<file path="config.mk">
export PLATFORM = sky130hd
export DESIGN_NAME = traffic_light_monitor
export DESIGN_NICKNAME = d
export VERILOG_FILES = /design/src/rtl/traffic_light_monitor.sv
export SDC_FILE = /design/constraint.sdc
export NUM_CORES = 1
export LEC_CHECK = 0
export CAP_MARGIN = 10
export CORE_AREA = 2 2 61 63
export DETAILED_ROUTE_END_ITERATION = 16
export DIE_AREA = 0 0 63 65
export GPL_TIMING_DRIVEN = 1
export PLACE_DENSITY = 0.74
export SYNTH_ARGS = -nofsm -noshare
export SYNTH_HDL_FRONTEND = slang
export SYNTH_SLANG_ARGS = --single-unit
export TNS_END_PERCENT = 10
</file>
<file path="constraint.sdc">
create_clock -name clk -period 2.16 [get_ports clk]
set_clock_uncertainty 0.2 [all_clocks]
set_input_delay 0.216 -clock clk [delete_from_list [all_inputs] [get_ports clk]]
set_output_delay 0.216 -clock clk [all_outputs]
set_load 0.02 [all_outputs]
</file>
<file path="src/rtl/traffic_light_monitor.sv">
// Checks the controller's traffic-light code: aspect, dwell time, transition/short/timeout faults, cycle count.
// Latency: 1 cycle, all outputs registered. No backpressure: a sample is taken on every clock.
module traffic_light_monitor #(
  parameter int DWELL_W    = 8,
  parameter int CNT_W      = 16,
  parameter int MIN_YELLOW = 2,
  parameter int MAX_RED    = 200,
  parameter int MAX_YELLOW = 20,
  parameter int MAX_GREEN  = 200
) (
  input  logic               clk,
  input  logic               rst,
  input  logic [1:0]         light,
  input  logic               clr,
  output logic [1:0]         mon_state,
  output logic [DWELL_W-1:0] dwell,
  output logic               err_illegal,
  output logic               err_short,
  output logic               err_timeout,
  output logic [2:0]         err_status,
  output logic [CNT_W-1:0]   cycle_cnt
);

  typedef enum logic [1:0] {
    ASP_RED = 2'b00,
    ASP_YEL = 2'b01,
    ASP_GRN = 2'b10,
    ASP_INV = 2'b11
  } aspect_t;

  localparam logic [DWELL_W-1:0] DWELL_SAT = '1;
  localparam logic [CNT_W-1:0]   CNT_SAT   = '1;

  aspect_t              mon_state_q, mon_state_d;
  aspect_t              light_a;
  logic                 primed_q, primed_d;
  logic [DWELL_W-1:0]   dwell_q, dwell_d;
  logic [DWELL_W-1:0]   dwell_limit;
  logic                 err_illegal_q, err_illegal_d;
  logic                 err_short_q, err_short_d;
  logic                 err_timeout_q, err_timeout_d;
  logic [2:0]           err_status_q, err_status_d;
  logic [CNT_W-1:0]     cycle_cnt_q, cycle_cnt_d;
  logic                 legal;

  assign light_a = aspect_t'(light);

  // Invalid code (11) is timed against the red limit.
  always_comb begin
    dwell_limit = DWELL_W'(MAX_RED);
    case (mon_state_q)
      ASP_YEL: dwell_limit = DWELL_W'(MAX_YELLOW);
      ASP_GRN: dwell_limit = DWELL_W'(MAX_GREEN);
      default: dwell_limit = DWELL_W'(MAX_RED);
    endcase
  end

  always_comb begin
    legal = 1'b0;
    case ({mon_state_q, light_a})
      {ASP_RED, ASP_YEL},
      {ASP_YEL, ASP_GRN},
      {ASP_YEL, ASP_RED},
      {ASP_GRN, ASP_YEL},
      {ASP_INV, ASP_RED}: legal = 1'b1;
      default:            legal = 1'b0;
    endcase
  end

  always_comb begin
    primed_d      = primed_q;
    mon_state_d   = mon_state_q;
    dwell_d       = dwell_q;
    err_illegal_d = 1'b0;
    err_short_d   = 1'b0;
    err_timeout_d = 1'b0;
    cycle_cnt_d   = cycle_cnt_q;

    if (!primed_q) begin
      // First sample only establishes the aspect; nothing to check against yet.
      primed_d    = 1'b1;
      mon_state_d = light_a;
      dwell_d     = DWELL_W'(1);
    end else if (light_a == mon_state_q) begin
      if (dwell_q != DWELL_SAT) begin
        dwell_d = dwell_q + DWELL_W'(1);
      end
      err_timeout_d = (dwell_q == dwell_limit);
    end else begin
      mon_state_d   = light_a;
      dwell_d       = DWELL_W'(1);
      err_illegal_d = !legal;
      err_short_d   = (mon_state_q == ASP_YEL) && (dwell_q < DWELL_W'(MIN_YELLOW));
      if ((mon_state_q == ASP_YEL) && (light_a == ASP_RED) && (cycle_cnt_q != CNT_SAT)) begin
        cycle_cnt_d = cycle_cnt_q + CNT_W'(1);
      end
    end

    // A fresh error wins over a simultaneous clear.
    err_status_d = (clr ? 3'b000 : err_status_q) | {err_timeout_d, err_short_d, err_illegal_d};
  end

  always_ff @(posedge clk) begin
    if (rst) begin
      primed_q      <= 1'b0;
      mon_state_q   <= ASP_RED;
      dwell_q       <= '0;
      err_illegal_q <= 1'b0;
      err_short_q   <= 1'b0;
      err_timeout_q <= 1'b0;
      err_status_q  <= 3'b000;
      cycle_cnt_q   <= '0;
    end else begin
      primed_q      <= primed_d;
      mon_state_q   <= mon_state_d;
      dwell_q       <= dwell_d;
      err_illegal_q <= err_illegal_d;
      err_short_q   <= err_short_d;
      err_timeout_q <= err_timeout_d;
      err_status_q  <= err_status_d;
      cycle_cnt_q   <= cycle_cnt_d;
    end
  end

  assign mon_state   = mon_state_q;
  assign dwell       = dwell_q;
  assign err_illegal = err_illegal_q;
  assign err_short   = err_short_q;
  assign err_timeout = err_timeout_q;
  assign err_status  = err_status_q;
  assign cycle_cnt   = cycle_cnt_q;

endmodule

</file>
======== Word-level counts from Yosys, hierarchy flattened ========
Cells that the tools add are included.
storage, ports and cells
  input bits .............................. 5
  logic and storage cells ................. 50
  output and inout bits ................... 32
  register bits after elaboration ......... 33
operators by class
  add/subtract/negate cells ............... 2
  reduce and logical (&&, ||, !) cells .... 8
  multiplexer cells ....................... 15
  equal/unequal tests ..................... 12
  bitwise logic cells ..................... 3
  $lt $le $gt $ge ......................... 1
operators with widths
  operator                                                    count
  adder 16 x 1 -> 16 bit, second input constant               1
  != test 16 bit, second input constant                       1
  2-to-1 mux 1 bit                                            11
  adder 8 x 1 -> 8 bit, second input constant                 1
  equality test 4 x 3 -> 1 bit, second input constant         2
  equality test 4 bit, second input constant                  2
  equality test 8 bit                                         1
  less-than comparator 8 x 2 -> 1 bit, second input constant  1
  2-to-1 mux 8 bit                                            1
  != test 8 bit, second input constant                        1
  OR reduction 5 bit                                          1
  equality test 4 x 1 -> 1 bit, second input constant         1
  2-to-1 mux 2 bit                                            2
  logical AND 1 bit                                           3
  2-to-1 mux 3 bit                                            1
  != test 3 x 2 -> 1 bit, second input constant               1
  OR 3 bit                                                    1
  AND reduction 3 bit                                         1
  OR reduction 3 bit                                          1
  equality test 2 x 1 -> 1 bit, second input constant         1
  equality test 2 bit                                         1
  zero test 2 bit                                             1
  != test 2 bit, second input constant                        1
  NOT 1 bit                                                   2
  zero test 1 bit                                             1

======== Longest topological paths before layout ========
Gate-level depths: netlist of the first run.
  depth in word-level cells ............... 7
  depth in mapped cells ................... 6
  mapped depth without buffers ............ 5

======== Worst setup path before layout of the first run ========
No wires, ideal clock.
  kind .................................... reg2reg
  start point ............................. register mon_state_q[0] (netlist: mon_state[0])
  end point ............................... register cycle_cnt_q[14] (netlist: cycle_cnt[14])
  buffers on the path ..................... 1
  stages on the path, launching flop included .. 6
  data required time ...................... 1.837 ns
  setup time .............................. 0.123 ns
  setup slack ............................. 0.180 ns
  data arrival time ....................... 1.656 ns
  clock period less this slack ............ 1.980 ns
  cell sequence ........................... dfxtp_1 > nor3b_4 > nand2_2 > buf_6 > nor4_2 > mux2_1
between the ends
  longest elaborated chain between the ends .. 4
  elaborated cells between the ends (all ways) .. 6
  classes of those cells .................. eq/ne: 2; bitwise: 1; reduce/logical: 3
ends and longest elaborated chain
  what                               line  RTL
  start, declared                    34    aspect_t mon_state_q, mon_state_d;
  start signal, assigned             115   mon_state_q <= mon_state_d;
  equality test 2 x 1 -> 1 bit       94    if ((mon_state_q == ASP_YEL) && (light_a == ASP_RED) && (cycle_cnt_q != CNT_SAT)) begin
  logical AND 1 bit (2 in a row)     94
  AND reduction 3 bit (no line) (*)  --
  end signal, assigned               121   cycle_cnt_q <= cycle_cnt_d;
  end, declared                      43    logic [CNT_W-1:0] cycle_cnt_q, cycle_cnt_d;
Every way passes the cells marked *; elsewhere a longest branch is shown, timed or not.
A chain may end at the register's enable or synchronous reset.

======== Worst setup path in the final report of the first run ========
  start point ............................. register cycle_cnt_q[7] (netlist: cycle_cnt[7])
  end point ............................... register cycle_cnt_q[5] (netlist: cycle_cnt[5])
between the ends
  longest elaborated chain between the ends .. 3
ends and longest elaborated chain
  what                           line
  != test 16 bit                 94
  logical AND 1 bit              94
  AND reduction 3 bit (no line)  --
No other way between the ends.

==> summary.txt, run 1 <==
status = completed
Post-Syn Area = 1648 um2
routability cong. = 0.8646
initial cell density of the core = 0.4714
GRT Resource Usage Total = 0.2023
# Post-CTS Setup Buffers = 0
most common cell in the netlist = dfxtp_1
GRT overflow = 0
fin util = 0.6324
Max Clk Rate = 488.9 MHz
dpl cells = 272
TritonCTS clock tree = built
Leak = 0.7709 nW
dpl ws = -37.41 ps
FFs w/ async S/R, synth = 0
synth warn = 0
Setup TNS = 0 ps
Final Power = 1.104 mW
die height = 65 um
WL final = 3.829 mm
fin. max-slew vios = 0
Worst Slack Setup Final = 114.6 ps
Max clock buf depth = 2
relative slew slack = 0.7278
vias in the first global route = 1473
Cell Rows = 22
startpoint types = flip-flop
CP Capture Type = flip-flop
CP required = 2190 ps
Worst Path Arrival = 2080 ps
area share of the largest cell type after synthesis = 0.4009
crit path max fanout = 8
antenna cells = 0
DRT antenna net count = 0
RSZ-0062 raised after global routing = true
worst ir drop on vdd = 328.9 uV
IO Pins = 37
Simple-Gate Fraction of Synth Area = 0.3235
Cells after Synth = 180
CTS clock-pin slew for the worst setup and hold paths = 100 ps
register area share after synthesis = 0.4009
Final setup viols = 0
Hold Violations, Final = 0
main area contributors after synthesis = dfxtp_1 40%, a21oi_1 3.9%, nor2_1 3.6%, o31ai_1 3.6%, or4_1 3.6%
EDFF count, synth = 0
DRC Markers = 0
largest family of logic cells by synthesized area = simple AND/OR/NAND/NOR gates
part of the cycle the worst path needs = 0.9469
Synth Area in XOR/XNOR = 0.02658
combinational share of power = 0.076
Root Buffer = clkbuf_4
Synth Area in Compound Gates = 0.1458
cts-stage hold buffer count = 0
total CTS buffers = 5
sw frac = 0.2339
# clock sinks = 33
initial antenna violation count = 0
HPWL Detailed = 2.843 mm
ys flop type = dfxtp_1
worst hold slack = 264.3 ps
Yosys reg bits = 33
Die X-Extent = 63 um
Clock Power Share = 0.358
Psw = 258.2 uW
largest net degree at the start of global routing = 24
initial DRC count = 75
mean post-synth cell area = 9.155 um2
H-tree Lvls = 2
post-synthesis cell type count = 47
mux cell area share after synthesis = 0.04632
vias per inst = 5.550
Max Cap Viol = 0
Worst-Skew Late Latency = 330 ps
DR WL/cell = 13.68 um
Final nets = 239
Non-Filler Instances = 280
Power Density = 499.3 nW/um2
area leader, netlist = dfxtp_1
syn_nets = 188
layout cells sized above 1 = 0.1422
P&R area growth vs syn = 34.17%
port buffer count = 36
Detailed Routing Iterations Pass 1 = 4
Reg power frac = 0.566
Placed Area = 2128 um2
HP Class = reg -> reg
DR vias = 1554
first-pass GRT wire length = 6.527 mm
Tmin final = 2045 ps
internal power = 845.7 uW
Setup Crit Path Kind = reg -> reg
worst slew pin tran = 403.2 ps
DIE AREA = 4095 um2
Core Footprint = 3496 um2
commonest cells in the netlist = 33 x dfxtp_1, 16 x nor2_1, 13 x a21oi_1
Design Area, Final = 2211 um2
adder-cell share of the synthesized area = 0.02278
## final cells by class
cell class | instances | area, um2
Fill cell | 323 | 1285
Multi-Input combinational cell | 136 | 943.4
Sequential cell | 33 | 660.6
Timing Repair Buffer | 48 | 450.4
Clock buffer | 7 | 65.06
Tap cell | 48 | 60.06
Inverter | 7 | 26.28
Clock inverter | 1 | 5.005
## cell families (layout without fill, tap and decap cells)
group	after synthesis	count (layout)
xor gates and xnor gates	5	5
DFF	33	33
and+or+nand+nor	84	84
muxes	7	7
AOI/OAI and AO/OA	37	37
buffers and inverters	11	63
adders and majority gates	3	3
## sequential cells by signal (all words and copies together), names as in the netlist
signal	flops
cycle_cnt	16
dwell	8
err_illegal	1
err_short	1
err_status	3
err_timeout	1
mon_state	2
primed_q	1
## worst paths after layout
path / from / end / slack [ps] / depth (start not counted)
worst min-delay path: err_status[0] / err_status[0] / 260 / 1
worst max register to register: cycle_cnt[7] / cycle_cnt[5] / 110 / 5
worst max-delay path: cycle_cnt[7] / cycle_cnt[5] / 110 / 5
worst min register to register: err_status[0] / err_status[0] / 260 / 1
## repair_timing
item,in CTS,in global routing
endpoints found under the setup margin,0,3
endpoints found under the hold margin,0,0
gates resized for setup,0,2
## worst max-delay path, stage by stage (launching register included)
cell	delay [ps]
dfxtp_1	460
nand4_1	250
nor4_4	450
buf_4	210
nor4_1	50
mux2_1	320
## power by group through the flow
stage	clock network, mW	registers [mW]	logic (mW)
5_1_grt	0.436	0.627	0.0906
2_1_floorplan	0	0.648	0.0339
3_3_place_gp	0	0.639	0.0817
4_1_cts	0.404	0.625	0.0838
3_5_place_dp	0	0.639	0.0833
6_report	0.395	0.625	0.0838
## cells in the final DEF, fill, tap and decap left out, types with 2 or more instances in the layout
| cell | synthesis | final |
|---|---|---|
| a211oi_1 | 2 | 2 |
| a21o_1 | 3 | 3 |
| a21oi_1 | 13 | 13 |
| and3_1 | 2 | 2 |
| and4_1 | 2 | 2 |
| buf_4 | 0 | 12 |
| clkbuf_4 | 0 | 5 |
| clkbuf_8 | 0 | 2 |
| clkdlybuf4s50_1 | 0 | 36 |
| dfxtp_1 | 33 | 33 |
| ha_1 | 3 | 3 |
| inv_1 | 7 | 7 |
| mux2_1 | 2 | 2 |
| mux2_2 | 3 | 3 |
| mux2i_1 | 2 | 2 |
| nand2_1 | 9 | 9 |
| nand3_1 | 8 | 8 |
| nand4_1 | 6 | 6 |
| nor2_1 | 16 | 16 |
| nor2b_1 | 9 | 9 |
| nor3_1 | 3 | 3 |
| nor4_1 | 4 | 3 |
| nor4_2 | 1 | 2 |
| o21ai_0 | 4 | 4 |
| o311ai_0 | 2 | 2 |
| o31ai_1 | 8 | 8 |
| or3_1 | 2 | 2 |
| or4_1 | 8 | 8 |
| xnor2_1 | 4 | 4 |
## metal layers
metal,share of wire,track usage,routed length [um]
met1,0.45,0.2422,1715
met2,0.49,0.3364,1894
met3,0.045,0.05729,171
met4,0.012,0.09167,47
met5,0,0,0
Note: power is estimated with default switching activity, not from simulation.
==> run 2: changes to the inputs <==
PLACE_DENSITY = not set   (was 0.74)
PLACE_DENSITY_LB_ADDON = 0.05   (was not set)
==> run 2 against run 1 <==
Effect of this change:
- clock power increased by 24%
- fmax increased by 2.1%
- global-route usage about the same
- final cell count decreased by 1.1%
- largest power group unchanged
- sequential cell count unchanged
- non-clock buffer count decreased by 3
- setup slack improved by 43 ps
- critical path depth decreased by 1
- via count increased by 1.5%
- cell area decreased by 0.91%
- sequential share of layout area increased by 0.27 points
==> summary.txt, run 2 (same netlist as run 1, synthesis figures left out) <==
Cell Chain, Critical Path = and4_4, nand3_1, nor4b_1, mux2_2 (was nand4_1, nor4_4, buf_4, nor4_1, mux2_1)
Hold Crit Depth = 1 (unchanged)
Max clock buf depth = 2 (unchanged)
Detailed Routing Iterations Pass 1 = 4 (unchanged)
part of the cycle the worst path needs = 0.9271 (was 0.9469)
Fillers = 334 (was 323)
Leak = 0.7587 nW (was 0.7709 nW)
CP Capture Type = flip-flop (unchanged)
# Post-CTS Setup Buffers = 0 (unchanged)
# clock sinks = 33 (unchanged)
DRC Markers = 0 (unchanged)
Power Density = 547.7 nW/um2 (was 499.3 nW/um2)
vias per inst = 5.697 (was 5.550)
commonest cells after routing, fill and taps aside = 36 x clkdlybuf4s50_1, 33 x dfxtp_1, 16 x nor2_1, 13 x a21oi_1 (was 36 x clkdlybuf4s50_1, 33 x dfxtp_1, 16 x nor2_1, 13 x a21oi_1, 12 x buf_4)
cts-stage hold buffer count = 0 (unchanged)
max reg flops = 16 (unchanged)
DR WL/cell = 14.01 um (was 13.68 um)
R2R cell count = 4 (was 5)
Non-Filler Instances = 277 (was 280)
IO Pins = 37 (unchanged)
Tmin final = 2002 ps (was 2045 ps)
vias in the first global route = 1420 (was 1473)
fin. max-slew vios = 0 (unchanged)
first-pass GRT wire length = 6.568 mm (was 6.527 mm)
TritonCTS clock tree = built (unchanged)
Buf+Inv Stages, Crit Path = 0 (was 1)
CP required = 2200 ps (was 2190 ps)
Worst Path Arrival = 2040 ps (was 2080 ps)
max incr delay on CP = 460 ps (about the same)
Root Buffer = clkbuf_4 (unchanged)
GRT overflow = 0 (unchanged)
cell family with most CP delay = simple AND/OR/NAND/NOR gates (unchanged)
Final setup viols = 0 (unchanged)
commonest non-fill, non-tap cell in the layout = clkdlybuf4s50_1 (unchanged)
status = completed (unchanged)
Critical Path Stages = 4 (was 5)
GRT Resource Usage Total = 0.2022 (was 0.2023)
Max Cap Viol = 0 (unchanged)
Hold Violations, Final = 0 (unchanged)
port buffer count = 36 (unchanged)
Core Footprint = 3496 um2 (unchanged)
DR vias = 1578 (was 1554)
Worst-Skew Late Latency = 330 ps (about the same)
relative slew slack = 0.6521 (was 0.7278)
dpl cells = 269 (was 272)
CTS clock-pin slew for the worst setup and hold paths = 110 ps (was 100 ps)
HP Class = reg -> reg (unchanged)
die height = 65 um (unchanged)
worst ir drop on vdd = 453.9 uV (was 328.9 uV)
layout cells sized above 1 = 0.1179 (was 0.1422)
initial DRC count = 156 (was 75)
P&R area growth vs syn = 32.95% (was 34.17%)
DRT antenna net count = 0 (unchanged)
crit path max fanout = 8 (unchanged)
initial antenna violation count = 0 (unchanged)
FF/Latch Area = 660.6 um2 (unchanged)
Setup Crit Path Kind = reg -> reg (unchanged)
Cell Rows = 22 (unchanged)
slowest cell on the critical path = dfxtp_1 (unchanged)
CTS resizes = 0 (unchanged)
DIE AREA = 4095 um2 (unchanged)
Final nets = 236 (was 239)
Max Clk Rate = 499.4 MHz (was 488.9 MHz)
routability cong. = 0.8738 (was 0.8646)
worst hold slack = 257.1 ps (was 264.3 ps)
RSZ-0062 raised after global routing = false (was true)
total CTS buffers = 5 (unchanged)
worst slew pin tran = 517.9 ps (was 403.2 ps)
HPWL Detailed = 2.806 mm (was 2.843 mm)
initial cell density of the core = 0.4714 (unchanged)
startpoint types = flip-flop (unchanged)
Die X-Extent = 63 um (unchanged)
largest net degree at the start of global routing = 23 (was 24)
multi-input logic area = 930.9 um2 (was 943.4 um2)
H-tree Lvls = 2 (unchanged)
WL final = 3.880 mm (was 3.829 mm)
antenna cells = 0 (unchanged)
run 2: changes by cell type in the layout (fill, tap and decap cells not counted):
cell	before	now
clkbuf_1	0	1
nor4_1	3	4
nor4b_1	0	1
bufinv_16	0	1
clkinv_2	1	0
buf_4	12	9
nor4b_2	1	0
nor4_2	2	1
clkbuf_8	2	1
run 2: path summary, 6_finish.rpt:
kind | from | to | slack (ps)
setup / recovery | cycle_cnt[2] | cycle_cnt[8] | 160
hold / removal | err_status[1] | err_status[1] | 260
setup reg to reg | cycle_cnt[2] | cycle_cnt[8] | 160
hold reg to reg | err_status[1] | err_status[1] | 260
run 2: final cells by class:
cell class                 count  area share
multi-input combinational    136      0.4249
timing repair buffer          45      0.1953
clock inverter                 1     0.01371
inverter                       7     0.01199
sequential                    33      0.3015
clock buffer                   7     0.02513
tap                           48     0.02741
run 2: power breakdown:
| group | internal (mW) | total (mW) | leakage, nW | switching [mW] |
|---|---|---|---|---|
| combinational | 0.0400 | 0.0842 | 0.446 | 0.0442 |
| sequential | 0.617 | 0.626 | 0.268 | 0.00876 |
| clock | 0.276 | 0.490 | 0.0455 | 0.213 |
| total | 0.934 | 1.20 | 0.759 | 0.266 |
run 2: per-layer routing:
layer,global-route usage,share of wire,vias up
li1,-,-,771
met5,0,0,-
met3,0.05556,0.038,5
met1,0.2309,0.42,762
met2,0.3644,0.53,40
met4,0.06389,0.012,0
run 2: worst register-to-register path, cell delays in order, from the launching register on:
cell     delay (ps)
dfxtp_1         460
and4_4          290
nand3_1         210
nor4b_1         380
mux2_2          370
run 2: per-stage QoR:
step | util | setup slack, ps | TNS, ps | instance area (um2) | power, mW
floorplan | - | 180.4 | 0 | 1648 | 0.6819
global placement | 0.6024 | 19.67 | 0 | 2106 | 0.7211
detailed placement | 0.6024 | -62.91 | -63.30 | 2106 | 0.7241
CTS | 0.6267 | 140.8 | 0 | 2191 | 1.211
global route | 0.6267 | 13.35 | 0 | 2191 | 1.245
finish | 0.6267 | 157.5 | 0 | 2191 | 1.200
==> run 3: changes to the inputs <==
CTS_BUF_LIST = sky130_fd_sc_hd__clkbuf_8 sky130_fd_sc_hd__clkbuf_16   (was not set)
==> run 3 against run 2 <==
Effect of this change:
- clock power up 21%
- largest power group unchanged
- setup slack got worse by 24 ps
- critical endpoint unchanged
- utilization is 0.89 points higher
- final cell count unchanged
- sequential power hardly changed
==> summary.txt, run 3 (same netlist as run 1, synthesis figures left out) <==
max incr delay on CP = 460 ps (about the same)
startpoint types = flip-flop (unchanged)
Final setup viols = 0 (unchanged)
GRT busiest layer = met2 (unchanged)
routing usage on met2 = 0.3590 (was 0.3644)
# Post-CTS Setup Buffers = 0 (unchanged)
Setup Crit Path Kind = reg -> reg (unchanged)
fin. max-slew vios = 0 (unchanged)
worst ir drop on vdd = 418.6 uV (was 453.9 uV)
DIE AREA = 4095 um2 (unchanged)
commonest non-fill, non-tap cell in the layout = clkdlybuf4s50_1 (unchanged)
layout cells sized above 1 = 0.1179 (unchanged)
grt met1 use = 0.2309 (unchanged)
TritonCTS clock tree = built (unchanged)
GR Util met3 = 0.05556 (unchanged)
Placed Area = 2106 um2 (unchanged)
CP Capture Type = flip-flop (unchanged)
worst hold slack = 249.5 ps (was 257.1 ps)
status = completed (unchanged)
CP required = 2140 ps (was 2200 ps)
HP Class = reg -> reg (unchanged)
Core Footprint = 3496 um2 (unchanged)
Worst Path Arrival = 2000 ps (was 2040 ps)
Hold Crit Depth = 1 (unchanged)
relative slew slack = 0.6418 (was 0.6521)
initial cell density of the core = 0.4714 (unchanged)
vias in the first global route = 1413 (was 1420)
cell family with most CP delay = simple AND/OR/NAND/NOR gates (unchanged)
WL final = 3.872 mm (was 3.880 mm)
Power Density = 587.2 nW/um2 (was 547.7 nW/um2)
DRC Markers = 0 (unchanged)
Hold Violations, Final = 0 (unchanged)
Root Buffer = clkbuf_8 (was clkbuf_4)
DR WL/cell = 13.98 um (was 14.01 um)
initial DRC count = 116 (was 156)
largest net degree at the start of global routing = 23 (unchanged)
R2R cell count = 4 (unchanged)
slowest cell on the critical path = dfxtp_1 (unchanged)
# clock sinks = 33 (unchanged)
Detailed Routing Iterations Pass 1 = 4 (unchanged)
Max Clk Rate = 493.5 MHz (was 499.4 MHz)
Worst Hold Endpoint = err_status[1] (unchanged)
CTS clock-pin slew for the worst setup and hold paths = 70 ps (was 110 ps)
IO Pins = 37 (unchanged)
GRT overflow = 0 (unchanged)
P&R area growth vs syn = 34.85% (was 32.95%)
port buffer count = 36 (unchanged)
H-tree Lvls = 2 (unchanged)
antenna cells = 0 (unchanged)
GRT Resource Usage Total = 0.2018 (was 0.2022)
Leak = 0.7758 nW (was 0.7587 nW)
Buf+Inv Stages, Crit Path = 0 (unchanged)
worst slew pin tran = 533.2 ps (was 517.9 ps)
Worst Slack Setup Final = 133.7 ps (was 157.5 ps)
max reg flops = 16 (unchanged)
fin util = 0.6356 (was 0.6267)
HPWL Detailed = 2.806 mm (unchanged)
RSZ-0062 raised after global routing = false (unchanged)
Max clock buf depth = 2 (unchanged)
die height = 65 um (unchanged)
cts-stage hold buffer count = 0 (unchanged)
Worst-Skew Late Latency = 280 ps (was 330 ps)
dpl ws = -62.91 ps (unchanged)
total CTS buffers = 5 (unchanged)
Die X-Extent = 63 um (unchanged)
commonest cells after routing, fill and taps aside = 36 x clkdlybuf4s50_1, 33 x dfxtp_1, 16 x nor2_1, 13 x a21oi_1 (unchanged)
hold path start = err_status[1] (unchanged)
Max Cap Viol = 0 (unchanged)
first-pass GRT wire length = 6.548 mm (was 6.568 mm)
initial antenna violation count = 0 (unchanged)
crit path max fanout = 8 (unchanged)
flop2flop setup slack = 130 ps (was 160 ps)
vias per inst = 5.585 (was 5.697)
DRT antenna net count = 0 (unchanged)
Final nets = 236 (unchanged)
DR vias = 1547 (was 1578)
Setup TNS = 0 ps (unchanged)
reg2reg end = cycle_cnt[8] (unchanged)
part of the cycle the worst path needs = 0.9381 (was 0.9271)
Cell Chain, Critical Path = and4_4, nand3_1, nor4b_1, mux2_2 (unchanged)
Design Area, Final = 2222 um2 (was 2191 um2)
Reg2Reg Launch Point = cycle_cnt[2] (unchanged)
Cell Rows = 22 (unchanged)
routability cong. = 0.8738 (unchanged)
CTS resizes = 0 (unchanged)
Tmin final = 2026 ps (was 2002 ps)
[run 3: changes by cell type in the layout (fill, tap and decap cells not counted)]
| cell | before | now |
|---|---|---|
| clkbuf_1 | 1 | 0 |
| clkbuf_4 | 5 | 0 |
| clkbuf_8 | 1 | 6 |
| inv_1 | 7 | 8 |
[run 3: worst reg2reg max path: stages (launching register included)]
cell     delay [ps]
dfxtp_1         460
and4_4          300
nand3_1         220
nor4b_1         370
mux2_2          370
[run 3: per-stage QoR]
| step | std cells | total power [mW] |
|---|---|---|
| detailed placement | 269 | 0.7241 |
| floorplan | 180 | 0.6819 |
| finish | 277 | 1.305 |
| global placement | 269 | 0.7211 |
| CTS | 277 | 1.320 |
| global route | 277 | 1.356 |
[run 3: cell type report]
| cell class | instances | area [um2] |
|---|---|---|
| sequential | 33 | 660.6 |
| timing repair buffer | 45 | 427.9 |
| fill | 331 | 1274 |
| clock buffer | 6 | 82.58 |
| multi-input combinational | 136 | 930.9 |
| tap | 48 | 60.06 |
| clock inverter | 2 | 33.78 |
| inverter | 7 | 26.28 |
[run 3: worst max path at each step]
stage | start | to | depth (start not counted)
after floorplan | mon_state[0] | cycle_cnt[14] | 5
after global placement | light[0] | cycle_cnt[8] | 5
after detailed placement | light[0] | cycle_cnt[8] | 5
after CTS | cycle_cnt[2] | cycle_cnt[8] | 4
after global routing | cycle_cnt[7] | cycle_cnt[8] | 4
final | cycle_cnt[2] | cycle_cnt[8] | 4
[run 3: report_power, final]
part           internal (mW)  leakage (nW)  total, mW  switching (mW)
Combinational         0.0400         0.446     0.0840          0.0440
Sequential             0.617         0.268      0.626         0.00880
Clock                  0.371        0.0626      0.595           0.223
Total                   1.03         0.776       1.30           0.276
[run 3: metal layers]
layer,wire [um],up-vias
met5,0,-
met4,27,0
met3,159,4
met2,2004,40
met1,1681,734
li1,-,769
